`config.mk`:
```
export PLATFORM = sky130hd
export DESIGN_NAME = note_sequencer
export DESIGN_NICKNAME = d
export VERILOG_FILES = /design/src/rtl/note_sequencer.sv
export SDC_FILE = /design/constraint.sdc
export NUM_CORES = 1
export LEC_CHECK = 0
export CAP_MARGIN = 10
export CORE_UTILIZATION = 45
export DETAILED_ROUTE_END_ITERATION = 10
export PLACE_DENSITY = 0.89
export SYNTH_ARGS = -nofsm -noshare
export SYNTH_HDL_FRONTEND = slang
export SYNTH_SLANG_ARGS = --single-unit
```
`constraint.sdc`:
```
create_clock -name clk -period 4.2 [get_ports clk]
set_input_delay 1.05 -clock clk [delete_from_list [all_inputs] [get_ports clk]]
set_output_delay 1.05 -clock clk [all_outputs]
set_load 0.03 [all_outputs]
```
`src/rtl/note_sequencer.sv`:
```
// note_sequencer: walks a synchronous song ROM one entry per note.
// It presents each note's pitch and length, and advances on a rising
// edge of 'change' from the length counter. It also handles the
// end-of-song marker, optional looping, and start/stop control.
module note_sequencer #(
    parameter int ADDR_W  = 6,
    parameter int PITCH_W = 4,
    parameter int LEN_W   = 4
) (
    input  logic                       clk,
    input  logic                       rst,
    input  logic                       start,
    input  logic                       stop,
    input  logic                       loop_en,
    input  logic                       change,
    output logic [ADDR_W-1:0]          rom_addr,
    input  logic [PITCH_W+LEN_W:0]     rom_data,
    output logic [PITCH_W-1:0]         pitch,
    output logic [LEN_W-1:0]           length,
    output logic                       playing,
    output logic                       note_start,
    output logic                       song_done
);

    typedef enum logic [1:0] {
        S_IDLE  = 2'd0,
        S_FETCH = 2'd1,
        S_WAIT  = 2'd2,
        S_PLAY  = 2'd3
    } state_t;

    state_t r_state;
    logic   r_chg_prev;

    // Decoded ROM entry fields: {end_flag, pitch, length}.
    logic               w_end;
    logic [PITCH_W-1:0] w_pitch;
    logic [LEN_W-1:0]   w_len;
    logic               w_chg_rise;

    assign w_end      = rom_data[PITCH_W+LEN_W];
    assign w_pitch    = rom_data[PITCH_W+LEN_W-1:LEN_W];
    assign w_len      = rom_data[LEN_W-1:0];
    assign w_chg_rise = change & ~r_chg_prev;

    // Sequencer FSM. All outputs are registered here. The 'change'
    // history is updated every cycle, so an edge seen outside PLAY
    // is consumed and dropped rather than queued.
    always_ff @(posedge clk) begin
        if (rst) begin
            r_state    <= S_IDLE;
            r_chg_prev <= 1'b0;
            rom_addr   <= '0;
            pitch      <= '0;
            length     <= '0;
            playing    <= 1'b0;
            note_start <= 1'b0;
            song_done  <= 1'b0;
        end else begin
            r_chg_prev <= change;
            note_start <= 1'b0;
            song_done  <= 1'b0;
            if (r_state == S_IDLE) begin
                // stop wins over a simultaneous start
                if (start && !stop) begin
                    rom_addr <= '0;
                    r_state  <= S_FETCH;
                end
            end else if (stop) begin
                r_state <= S_IDLE;
                playing <= 1'b0;
                pitch   <= '0;
            end else begin
                case (r_state)
                    S_FETCH: r_state <= S_WAIT;
                    S_WAIT: begin
                        if (!w_end) begin
                            pitch      <= w_pitch;
                            // a zero length would stall the length counter
                            length     <= (w_len == '0) ? LEN_W'(1) : w_len;
                            playing    <= 1'b1;
                            note_start <= 1'b1;
                            r_state    <= S_PLAY;
                        end else if (loop_en) begin
                            // keep the previous note sounding while refetching entry 0
                            rom_addr <= '0;
                            r_state  <= S_FETCH;
                        end else begin
                            playing   <= 1'b0;
                            pitch     <= '0;
                            song_done <= 1'b1;
                            r_state   <= S_IDLE;
                        end
                    end
                    S_PLAY: begin
                        if (w_chg_rise) begin
                            // natural wrap at the top of the address space
                            rom_addr <= rom_addr + ADDR_W'(1);
                            r_state  <= S_FETCH;
                        end
                    end
                    default: r_state <= S_IDLE;
                endcase
            end
        end
    end

endmodule
```
==> implementation parameters, run 1 <==
Parameter                              Value

Logic synthesis
  Seq/Total Area, Yosys ... 48.7%
  Avg Cell Area, Syn ... approximately 9 um^2
  Total of warnings raised by yosys ... 0
  Share of flip-flops with an asynchronous set or reset after synthesis ... 0%
  Netlist Area Pre-Place ... 822 um^2
  Synth Register Bits ... 20
  Number of different library cells in the post-synthesis netlist ... 27
  Number of flops mapped to enable cells by yosys ... 0
  Net count after synthesis ... 107
  Gate Count Post-Synth ... 91
  Ys flop type ... sky130_fd_sc_hd__dfxtp_1

GRT
  Tot GR Track Use ... 20.9%
  Number of antenna violations at the first check in global routing ... 0
  Final global-route overflow total ... 0
  Fraction of met3 tracks used by global routing ... 3.60%
  Met2 demand-to-capacity share in global routing ... a little over a third
  Wire length of the first global-routing pass ... approximately 3000 um
  Busiest layer in global routing ... met2
  Met1 layer usage reported by global route ... 25.1%
  Maximum number of pins on one net before global-route repair ... 18
  Via count of the first global-routing pass ... 723

Timing
  Fmax achieved ... ~0.36 GHz
  Final count of pins violating max slew ... 0
  Largest clock skew in the final design ... 0.000826 ns
  Worst slew pin tran ... 1.06 ns
  Post-route setup TNS ... 0 ns
  Total setup violations reported at the end of the flow ... 0
  Worst slew margin ... 29.0%
  Final hold vios ... 0
  Setup repair after global routing missed its margin ... false
  Min Tclk post-route ... 2.79 ns
  Hold Worst Slack ... approximately 0.48 ns
  Ratio of final minimum period to clock period ... 66.4%

Layout
  Antenna cells ... 0
  Proportion of layout cells with a drive suffix above 1 ... 5.83%
  Final Util ... 69.2%
  Net count of the finished layout ... ~140
  Synthesis-to-finish area growth ... 45.4%

Power and ir drop
  Final Power ... 396 uW
  Worst-case vdd ir drop ... roughly 0.3 mV
  LEAKAGE ... approximately 0.00042 uW
  Cell area power density ... 332 mW/mm^2

Hold path
  Class of the tightest hold or removal check ... reg -> reg

Routing
  Final ANT Viol Nets ... 0
  Via Count ... approximately 780
  Per-cell via count in the routed design ... 5.41
  DRC ... 0
  Wire length per cell after detailed routing ... 13.6 um
  Router iterations before antenna repair ... 4
  Number of violations reported at the end of detailed-routing iteration 0 ... 18
  Overall routed net length ... 1970 um

Die
  Total die area ... 0.00200 mm^2
  Io pins ... 32
  Horizontal extent of the die ... about 45 um
  Height of the die ... 44.7 um
  Effective utilization at floorplan ... 47.6%
  Total number of placement rows ... 15
  Placeable Area ... 0.00173 mm^2

Critical path
  Peak per-stage delay on the critical path ... between 0.9 and 1 ns
  Critical path class ... in -> reg
  Worst Setup End Kind ... flop
  Timing startpoint of the critical path ... stop
  R2r startpoint ... r_state[1]
  R2R depth ... 4
  Slowest library cell on the worst path ... sky130_fd_sc_hd__nor4b_2
  Capture point of the worst reg-to-reg path ... length[0]
  Worst reg2reg setup slack ... 2.25 ns
  Highest net fanout along the worst path ... 11
  Capture point of the worst path ... length[0]
  Required arrival time at the worst endpoint ... 4.38 ns
  Cell Chain, Critical Path ... clkdlybuf4s50_1, nor4b_2, o31ai_1, o22ai_1, nor2_1
  Startpoint Class ... input pin
  Arr. time, crit path ... 2.97 ns

Clocking
  Maximum count of clock buffers along a single path ... 2
  Clock transition at the registers of the reported paths ... 0.11 ns
  Post-CTS Setup Inserts ... 0
  CTS Root Cell ... sky130_fd_sc_hd__clkbuf_4
  CTS Buf Count ... 3
  H-tree depth ... 1
  Clock latency on the worst-skew pair ... 0.30 ns
  Post-cts repair resize count ... 0
  Clock tree from TritonCTS ... done
  Post-cts hold buffer count ... 0
  Clock sink count ... 20

Placed design
  HPWL after DPL ... 1390 um
  Global placer's final weighted congestion ... 0.816
  Port bufs ... 31

Job
  Max-cap check violation count ... 0

Run status
  Result of the run ... finished, final reports clean
## worst max-delay path, delay by kind of cell
family / cells / cell delay (ns)
buffers and inverters: 1 / 0.57
AND/OR/NAND/NOR: 2 / 0.99
AO/OA/AOI/OAI: 2 / 0.35
## layer usage
| metal | wire length [um] | vias to the layer above |
|---|---|---|
| met2 | 1020 | 28 |
| li1 | - | 379 |
| met1 | 822 | 373 |
| met3 | 101 | 4 |
| met5 | 0 | - |
| met4 | 25 | 0 |
## sequential cells by signal, indices dropped and copies added, names as in the netlist
signal / count
r_state: 2
length: 4
rom_addr: 6
pitch: 4
note_start: 1
r_chg_prev: 1
song_done: 1
playing: 1
## metrics by stage
| step | instances | worst slack (ns) | area (um^2) |
|---|---|---|---|
| 6_report | 145 | 1.41 | 1190 |
| 5_1_grt | 145 | 1.19 | 1190 |
| 4_1_cts | 145 | 1.44 | 1190 |
| 3_5_place_dp | 141 | 1.12 | 1140 |
| 3_3_place_gp | 141 | 1.23 | 1140 |
| 2_1_floorplan | 91 | 1.88 | 822 |
## layout by cell type (no fill, tap or decap), types with 4 or more instances in the layout
cell type	count
sky130_fd_sc_hd__a21oi_1	4
sky130_fd_sc_hd__a22oi_1	5
sky130_fd_sc_hd__clkdlybuf4s50_1	31
sky130_fd_sc_hd__dfxtp_1	20
sky130_fd_sc_hd__inv_1	4
sky130_fd_sc_hd__mux2i_1	4
sky130_fd_sc_hd__nor2_1	15
sky130_fd_sc_hd__nor3_1	4
## layout make-up
cell class	instances	area (um^2)
fill	144	532
sequential	20	400
multi-input combinational	61	385
timing repair buffer	31	310
tap	25	31.3
clock inverter	1	30.0
clock buffer	3	22.5
inverter	4	15.0
## worst min-delay path by stage
stage / start / endpoint / cells after the start
after floorplan: r_state[1] / song_done / 2
after global placement: rom_addr[5] / rom_addr[5] / 2
after detailed placement: rom_addr[5] / rom_addr[5] / 2
after CTS: rom_addr[5] / rom_addr[5] / 2
after global routing: rom_addr[5] / rom_addr[5] / 2
final: rom_addr[5] / rom_addr[5] / 2
## power by group
part | internal [uW] | total (uW) | leakage, uW | switching (uW)
sequential | 193 | 196 | 0.000162 | 3.51
combinational | 22.7 | 44.1 | 0.000226 | 21.4
clock | 96.4 | 156 | 0.0000279 | 59.3
## synth_stat cells, drive strengths merged, types with 2 or more instances
cell type | n | area (um^2)
a21oi | 4 | 20.0
nand3 | 2 | 10.0
nor2 | 15 | 56.3
inv | 4 | 15.0
nor4b | 2 | 17.5
xnor2 | 3 | 26.3
nor2b | 3 | 21.3
o22ai | 2 | 12.5
or4 | 2 | 15.0
mux2i | 4 | 40.0
clkbuf | 4 | 15.0
dfxtp | 20 | 400
o31ai | 2 | 15.0
buf | 2 | 12.5
a22oi | 5 | 37.5
nor3 | 4 | 20.0
a31oi | 2 | 12.5
nand2 | 3 | 11.3
nor4 | 2 | 12.5
## cell families after synthesis
| logic type | count (synthesis) | share of synthesized area (%) |
|---|---|---|
| AO/OA/AOI/OAI | 18 | 14.5 |
| flip-flops | 20 | 48.7 |
| adder cells (fa/ha/maj) | 1 | 1.52 |
| multiplexers | 4 | 4.87 |
| buffers and inverters | 10 | 5.17 |
| AND/OR/NAND/NOR | 35 | 22.1 |
| XOR/XNOR | 3 | 3.20 |
Power figures use the tool's default switching activity.
==> run 2: changes to the inputs <==
--- a/config.mk
+++ b/config.mk
@@ -6,9 +6,9 @@
 export NUM_CORES = 1
 export LEC_CHECK = 0
 export CAP_MARGIN = 10
-export CORE_UTILIZATION = 45
+export CORE_UTILIZATION = 41
 export DETAILED_ROUTE_END_ITERATION = 10
-export PLACE_DENSITY = 0.89
+export PLACE_DENSITY = 0.83
 export SYNTH_ARGS = -nofsm -noshare
 export SYNTH_HDL_FRONTEND = slang
 export SYNTH_SLANG_ARGS = --single-unit
==> constraint.sdc (replaced) <==
create_clock -name clk -period 2.9 [get_ports clk]
set_input_delay 0.725 -clock clk [delete_from_list [all_inputs] [get_ports clk]]
set_output_delay 0.725 -clock clk [all_outputs]
set_load 0.03 [all_outputs]
==> implementation parameters, run 2 (synthesis results as in run 1) <==
Parameter                              Value

Power and ir drop
  Logic gate share of total power ... 12.8% (was 11.1%)
  Internal power summed over all cells ... 391 uW (was 312 uW)
  Worst-case vdd ir drop ... 0.303 mV (was 0.304 mV)
  Net switching share of the total power ... 23.6% (was 21.3%)
  LEAKAGE ... 0.000424 uW (was 0.000416 uW)
  Fraction of power consumed by the clock network ... 31.6% (was 39.3%)
  Switching component of the power ... 120 uW (was 84.3 uW)
  Cell area power density ... 425 mW/mm^2 (was 332 mW/mm^2)
  Sequential group share of total power ... 55.7% (was 49.5%)

Job
  Max-cap check violation count ... 0 (unchanged)

Timing
  Final hold vios ... 0 (unchanged)
  Worst slew margin ... 69.1% (was 29.0%)
  Post-route setup TNS ... 0 ns (unchanged)
  Largest clock skew in the final design ... 0.00456 ns (was 0.000826 ns)
  Final count of pins violating max slew ... 0 (unchanged)
  Total setup violations reported at the end of the flow ... 0 (unchanged)
  Ratio of final minimum period to clock period ... 81.2%
  Setup repair after global routing missed its margin ... false (unchanged)
  Min Tclk post-route ... 2.35 ns
  Worst slew pin tran ... 0.463 ns (was 1.06 ns)
  Fmax achieved ... around 0.42 GHz

Critical path
  Startpoint Class ... input pin (unchanged)
  Worst Setup End Kind ... flop (unchanged)
  Peak per-stage delay on the critical path ... 0.56 ns (was 0.94 ns)
  Highest net fanout along the worst path ... 5 (was 11)
  Slowest library cell on the worst path ... sky130_fd_sc_hd__clkdlybuf4s50_1 (was sky130_fd_sc_hd__nor4b_2)
  R2R depth ... 5 (was 4)
  Largest delay contributor family on the critical path ... simple AND/OR/NAND/NOR gates (unchanged)
  R2r startpoint ... r_state[1] (unchanged)
  Arr. time, crit path ... 2.60 ns (was 2.97 ns)
  Critical path class ... in -> reg (unchanged)
  Buf/Inv on CP ... 1 (unchanged)
  Required arrival time at the worst endpoint ... 3.14 ns (was 4.38 ns)
  Worst reg2reg setup slack ... 1.01 ns (was 2.25 ns)
  Cell Chain, Critical Path ... clkdlybuf4s50_1, and3_1, nor3_1, or3_4, or4_1, a21oi_1 (was clkdlybuf4s50_1, nor4b_2, o31ai_1, o22ai_1, nor2_1)
  Capture point of the worst reg-to-reg path ... rom_addr[5] (was length[0])

Routing
  Number of violations reported at the end of detailed-routing iteration 0 ... 13 (was 18)
  Router iterations before antenna repair ... 4 (unchanged)
  Per-cell via count in the routed design ... 5.26 (was 5.41)
  Wire length per cell after detailed routing ... 12.6 um (was 13.6 um)
  Via Count ... 779 (was 784)
  DRC ... 0 (unchanged)
  Overall routed net length ... 1860 um (was 1970 um)
  Final ANT Viol Nets ... 0 (unchanged)

Clocking
  Clock tree from TritonCTS ... done (unchanged)
  Post-cts repair resize count ... 0 (unchanged)
  Maximum count of clock buffers along a single path ... 2 (unchanged)
  Clock latency on the worst-skew pair ... 0.30 ns (about the same)
  CTS Buf Count ... 3 (unchanged)
  Clock sink count ... 20 (unchanged)
  CTS Root Cell ... sky130_fd_sc_hd__clkbuf_4 (unchanged)
  Post-CTS Setup Inserts ... 0 (unchanged)
  Clock transition at the registers of the reported paths ... 0.11 ns (about the same)
  Post-cts hold buffer count ... 0 (unchanged)
  H-tree depth ... 1 (unchanged)

Run status
  Result of the run ... finished, final reports clean (unchanged)

Hold path
  Worst hold path startpoint ... rom_addr[5] (unchanged)
  Cell count of the worst hold path ... 2 (unchanged)
  Hold EP ... rom_addr[5] (unchanged)
  Class of the tightest hold or removal check ... reg -> reg (unchanged)

Layout
  Antenna cells ... 0 (unchanged)
  Synthesis-to-finish area growth ... 46.1% (was 45.4%)
  Final Instance Count excl. Fillers ... 148 (was 145)
  Proportion of layout cells with a drive suffix above 1 ... 8.13% (was 5.83%)
  Regs by FF count ... rom_addr: 6 flops, length: 4 flops, pitch: 4 flops (unchanged)
  Final design area excluding fillers ... 0.00120 mm^2 (was 0.00119 mm^2)
  Net count of the finished layout ... 140 (was 137)
  Most frequent cells in the layout ... sky130_fd_sc_hd__clkdlybuf4s50_1 (31), sky130_fd_sc_hd__dfxtp_1 (20), sky130_fd_sc_hd__nor2_1 (15) (unchanged)
  Most common cell after layout, fill and taps aside ... sky130_fd_sc_hd__clkdlybuf4s50_1 (unchanged)
  Register bank with the most flops ... rom_addr (unchanged)
  Max FFs per register ... 6 (unchanged)

Placed design
  Port bufs ... 31 (unchanged)
  HPWL after DPL ... 1320 um (was 1390 um)
  Global placer's final weighted congestion ... 0.798 (was 0.816)
  Cell Area, Placed ... 0.00116 mm^2 (was 0.00114 mm^2)
  Placed Instances ... 144 (was 141)

Die
  Io pins ... 32 (unchanged)
  Total number of placement rows ... 15 (unchanged)
  Total die area ... 0.00219 mm^2 (was 0.00200 mm^2)
  Horizontal extent of the die ... 46.8 um (was 44.7 um)
  Placeable Area ... 0.00180 mm^2 (was 0.00173 mm^2)
  Effective utilization at floorplan ... 45.6% (was 47.6%)
  Height of the die ... 46.8 um (was 44.7 um)

GRT
  Tot GR Track Use ... 19.6% (was 20.9%)
  Number of antenna violations at the first check in global routing ... 0 (unchanged)
  Maximum number of pins on one net before global-route repair ... 18 (unchanged)
  Wire length of the first global-routing pass ... 2970 um (was 2990 um)
  Via count of the first global-routing pass ... 702 (was 723)
  Final global-route overflow total ... 0 (unchanged)
[run 2: cell count changes in the layout (fill, tap and decap cells not counted)]
cell,delta
sky130_fd_sc_hd__buf_4,+3
sky130_fd_sc_hd__bufinv_16,-1
sky130_fd_sc_hd__clkbuf_8,+1
[run 2: how the worst max path moves through the flow]
stage,end,cells after the start,from,slack (ns)
4_1_cts,rom_addr[5],6,rom_data[8],0.56
3_5_place_dp,rom_addr[5],6,rom_data[8],0.24
5_1_grt,rom_addr[5],6,rom_data[8],0.45
6_report,rom_addr[5],6,rom_data[8],0.55
2_1_floorplan,rom_addr[5],4,stop,0.91
3_3_place_gp,rom_addr[5],6,rom_data[8],0.30
[run 2: tightest hold or removal path, cell delays in order (launching register included)]
cell and delay, ns:
sky130_fd_sc_hd__dfxtp_1 0.34, sky130_fd_sc_hd__o31ai_1 0.06, sky130_fd_sc_hd__a21oi_1 0.05
[run 2: per-layer routing]
| layer | share of wire, % | up-vias | GRT usage, % |
|---|---|---|---|
| met3 | 3.6 | 2 | 3.46 |
| met4 | 1.1 | 0 | 13.1 |
| met2 | 49 | 22 | 30.6 |
| li1 | - | 390 | - |
| met5 | 0 | - | 0 |
| met1 | 46 | 365 | 24.6 |
[run 2: final cells by class]
class	instances	area, um^2
fillers	159	601
multi-input cells	61	385
inverters	4	15.0
clock buffers	4	36.3
repair buffers	34	333
flip-flops and latches	20	400
well taps	25	31.3
[run 2: power groups by stage]
| stage | registers (uW) | clock network, uW | logic (uW) |
|---|---|---|---|
| final | 284 | 161 | 65.2 |
| after global routing | 285 | 181 | 70.6 |
| after CTS | 284 | 166 | 65.5 |
| after detailed placement | 291 | 0 | 64.8 |
| after global placement | 290 | 0 | 63.6 |
| after floorplan | 294 | 0 | 27.7 |
[run 2: stage by stage]
step / hold WS, ns / total power (uW) / setup slack, ns / utilization [%]
finish: 0.493 / 511 / 0.546 / 66.7
global route: 0.541 / 536 / 0.452 / 66.7
CTS: 0.492 / 515 / 0.557 / 66.7
detailed placement: 0.476 / 355 / 0.244 / 64.7
global placement: 0.465 / 354 / 0.297 / 64.7
floorplan: 0.602 / 322 / 0.905 / -
==> run 3: changes to the inputs <==
--- a/config.mk
+++ b/config.mk
@@ -6,9 +6,9 @@
 export NUM_CORES = 1
 export LEC_CHECK = 0
 export CAP_MARGIN = 10
-export CORE_UTILIZATION = 41
+export CORE_UTILIZATION = 37
 export DETAILED_ROUTE_END_ITERATION = 10
-export PLACE_DENSITY = 0.83
+export PLACE_DENSITY = 0.79
 export SYNTH_ARGS = -nofsm -noshare
 export SYNTH_HDL_FRONTEND = slang
 export SYNTH_SLANG_ARGS = --single-unit
==> constraint.sdc (replaced) <==
create_clock -name clk -period 1.9 [get_ports clk]
set_input_delay 0.475 -clock clk [delete_from_list [all_inputs] [get_ports clk]]
set_output_delay 0.475 -clock clk [all_outputs]
set_load 0.03 [all_outputs]
==> implementation parameters, run 3 (synthesis results as in run 1) <==
Parameter                              Value

Run status
  Result of the run ... finished, final reports clean (unchanged)

Clocking
  H-tree depth ... 1 (unchanged)
  CTS Root Cell ... sky130_fd_sc_hd__clkbuf_4 (unchanged)
  Clock sink count ... 20 (unchanged)
  Clock latency on the worst-skew pair ... 0.31 ns (was 0.30 ns)
  Clock tree from TritonCTS ... done (unchanged)
  Clock transition at the registers of the reported paths ... 0.11 ns (about the same)
  Maximum count of clock buffers along a single path ... 2 (unchanged)
  Post-cts hold buffer count ... 0 (unchanged)
  CTS Buf Count ... 3 (unchanged)

Layout
  Max FFs per register ... 6 (unchanged)
  Proportion of layout cells with a drive suffix above 1 ... 18.2% (was 8.13%)
  Most common cell after layout, fill and taps aside ... sky130_fd_sc_hd__clkdlybuf4s50_1 (unchanged)
  Net count of the finished layout ... 149 (was 140)
  Regs by FF count ... rom_addr: 6 flops, length: 4 flops, pitch: 4 flops (unchanged)
  Final Instance Count excl. Fillers ... 159 (was 148)
  Register bank with the most flops ... rom_addr (unchanged)
  Final design area excluding fillers ... 0.00132 mm^2 (was 0.00120 mm^2)
  Most frequent cells in the layout ... sky130_fd_sc_hd__clkdlybuf4s50_1 (24), sky130_fd_sc_hd__dfxtp_1 (20), sky130_fd_sc_hd__nor2_1 (15) (was sky130_fd_sc_hd__clkdlybuf4s50_1 (31), sky130_fd_sc_hd__dfxtp_1 (20), sky130_fd_sc_hd__nor2_1 (15))
  Antenna cells ... 0 (unchanged)
  Synthesis-to-finish area growth ... 60.4% (was 46.1%)

GRT
  Final global-route overflow total ... 0 (unchanged)
  Via count of the first global-routing pass ... 795 (was 702)
  Wire length of the first global-routing pass ... 3630 um (was 2970 um)
  Number of antenna violations at the first check in global routing ... 0 (unchanged)
  Tot GR Track Use ... 19.7% (was 19.6%)
  Maximum number of pins on one net before global-route repair ... 14 (was 18)

Placed design
  Port bufs ... 31 (unchanged)
  Global placer's final weighted congestion ... 0.764 (was 0.798)
  Cell Area, Placed ... 0.00122 mm^2 (was 0.00116 mm^2)
  HPWL after DPL ... 1560 um (was 1320 um)
  Placed Instances ... 153 (was 144)

Timing
  Largest clock skew in the final design ... 0.00237 ns (was 0.00456 ns)
  Setup repair after global routing missed its margin ... false (unchanged)
  Total setup violations reported at the end of the flow ... 0 (unchanged)
  Worst slew pin tran ... 0.320 ns (was 0.463 ns)
  Ratio of final minimum period to clock period ... 97.4%
  Fmax achieved ... between 0.5 and 0.6 GHz
  Worst slew margin ... 78.6% (was 69.1%)
  Min Tclk post-route ... 1.85 ns
  Final hold vios ... 0 (unchanged)
  Final count of pins violating max slew ... 0 (unchanged)

Critical path
  Largest delay contributor family on the critical path ... buffers and inverters (was simple AND/OR/NAND/NOR gates)
  Timing startpoint of the critical path ... rom_addr[4] (was rom_data[8])
  Worst reg2reg setup slack ... 0.15 ns (was 1.01 ns)
  Arr. time, crit path ... 1.38 ns (was 2.60 ns)
  Startpoint Class ... flop (was input pin)
  Required arrival time at the worst endpoint ... 1.42 ns (was 3.14 ns)
  R2r startpoint ... r_state[1] (unchanged)
  R2R depth ... 5 (unchanged)
  Slowest library cell on the worst path ... sky130_fd_sc_hd__clkdlybuf4s50_1 (unchanged)
  Critical path class ... reg -> out (was in -> reg)
  Cell Chain, Critical Path ... clkdlybuf4s50_1 (was clkdlybuf4s50_1, and3_1, nor3_1, or3_4, or4_1, a21oi_1)
  Worst Setup End Kind ... output port (was flop)
  Critical path depth ... 1 (was 6)
  Highest net fanout along the worst path ... 3 (was 5)
  Capture point of the worst path ... rom_addr[4] (was rom_addr[5])
  Buf/Inv on CP ... 1 (unchanged)
  Peak per-stage delay on the critical path ... 0.68 ns (was 0.56 ns)
  Capture point of the worst reg-to-reg path ... rom_addr[2] (was rom_addr[5])

Routing
  Overall routed net length ... 2260 um (was 1860 um)
  Number of violations reported at the end of detailed-routing iteration 0 ... 20 (was 13)
  Router iterations before antenna repair ... 4 (unchanged)
  Final ANT Viol Nets ... 0 (unchanged)
  Via Count ... 847 (was 779)
  DRC ... 0 (unchanged)
  Wire length per cell after detailed routing ... 14.2 um (was 12.6 um)
  Per-cell via count in the routed design ... 5.33 (was 5.26)

Hold path
  Cell count of the worst hold path ... 2 (unchanged)
  Class of the tightest hold or removal check ... in -> reg (was reg -> reg)

Power and ir drop
  LEAKAGE ... 0.000537 uW (was 0.000424 uW)
  Final Power ... 907 uW (was 511 uW)
  Cell area power density ... 688 mW/mm^2 (was 425 mW/mm^2)
  Worst-case vdd ir drop ... 0.475 mV (was 0.303 mV)

Die
  Total die area ... 0.00241 mm^2 (was 0.00219 mm^2)
  Height of the die ... 49.1 um (was 46.8 um)
  Total number of placement rows ... 16 (was 15)
  Placeable Area ... 0.00202 mm^2 (was 0.00180 mm^2)
  Effective utilization at floorplan ... 40.7% (was 45.6%)
  Horizontal extent of the die ... 49.1 um (was 46.8 um)
  Io pins ... 32 (unchanged)

Job
  Max-cap check violation count ... 0 (unchanged)
run 3: cell count changes in the layout (fill, tap and decap cells not counted), sizes merged:
cell / delta
buf: +9
dlymetal6s2s: +3
clkbuf: -1
clkdlybuf4s50: -7
dlygate4sd2: +4
bufinv: +1
run 3: cell type report:
class	count	area, um^2
Fill cell	174	703
Multi-Input combinational cell	61	414
Timing Repair Buffer	43	403
Sequential cell	20	400
Tap cell	27	33.8
Clock inverter	1	30.0
Clock buffer	3	22.5
Inverter	4	15.0
run 3: routing by layer:
| layer | GRT usage [%] | share of wire (%) |
|---|---|---|
| met2 | 35.2 | 52 |
| met1 | 22.4 | 42 |
| met5 | 0 | 0 |
| met4 | 11.8 | 2.9 |
| met3 | 1.87 | 3.6 |
run 3: repair_timing:
action / in CTS / in global routing
resized for setup: 9 / 4
setup endpoints to repair: 3 / 4
buffers inserted: 1 / 1
pin swaps: 5 / 3
run 3: through the flow:
step | setup TNS (ns) | util [%] | setup WS (ns) | hold slack (ns)
global route | 0 | 65.2 | 0.00557 | 0.484
CTS | -0.0105 | 64.2 | -0.0105 | 0.504
detailed placement | -1.10 | 60.3 | -0.415 | 0.474
global placement | -0.939 | 60.3 | -0.358 | 0.469
floorplan | 0 | - | 0.155 | 0.602
finish | 0 | 65.2 | 0.0485 | 0.465
run 3: worst min-delay path by stage:
stage / start / end / slack [ns]
3_5_place_dp: playing / playing / 0.47
3_3_place_gp: playing / playing / 0.47
6_report: change / r_chg_prev / 0.46
5_1_grt: change / r_chg_prev / 0.48
2_1_floorplan: r_state[1] / song_done / 0.60
4_1_cts: playing / playing / 0.50
run 3: power breakdown:
group          switching [uW]  internal, uW
logic                    54.6          65.4
registers                7.94           426
clock network             139           213
total                     202           705
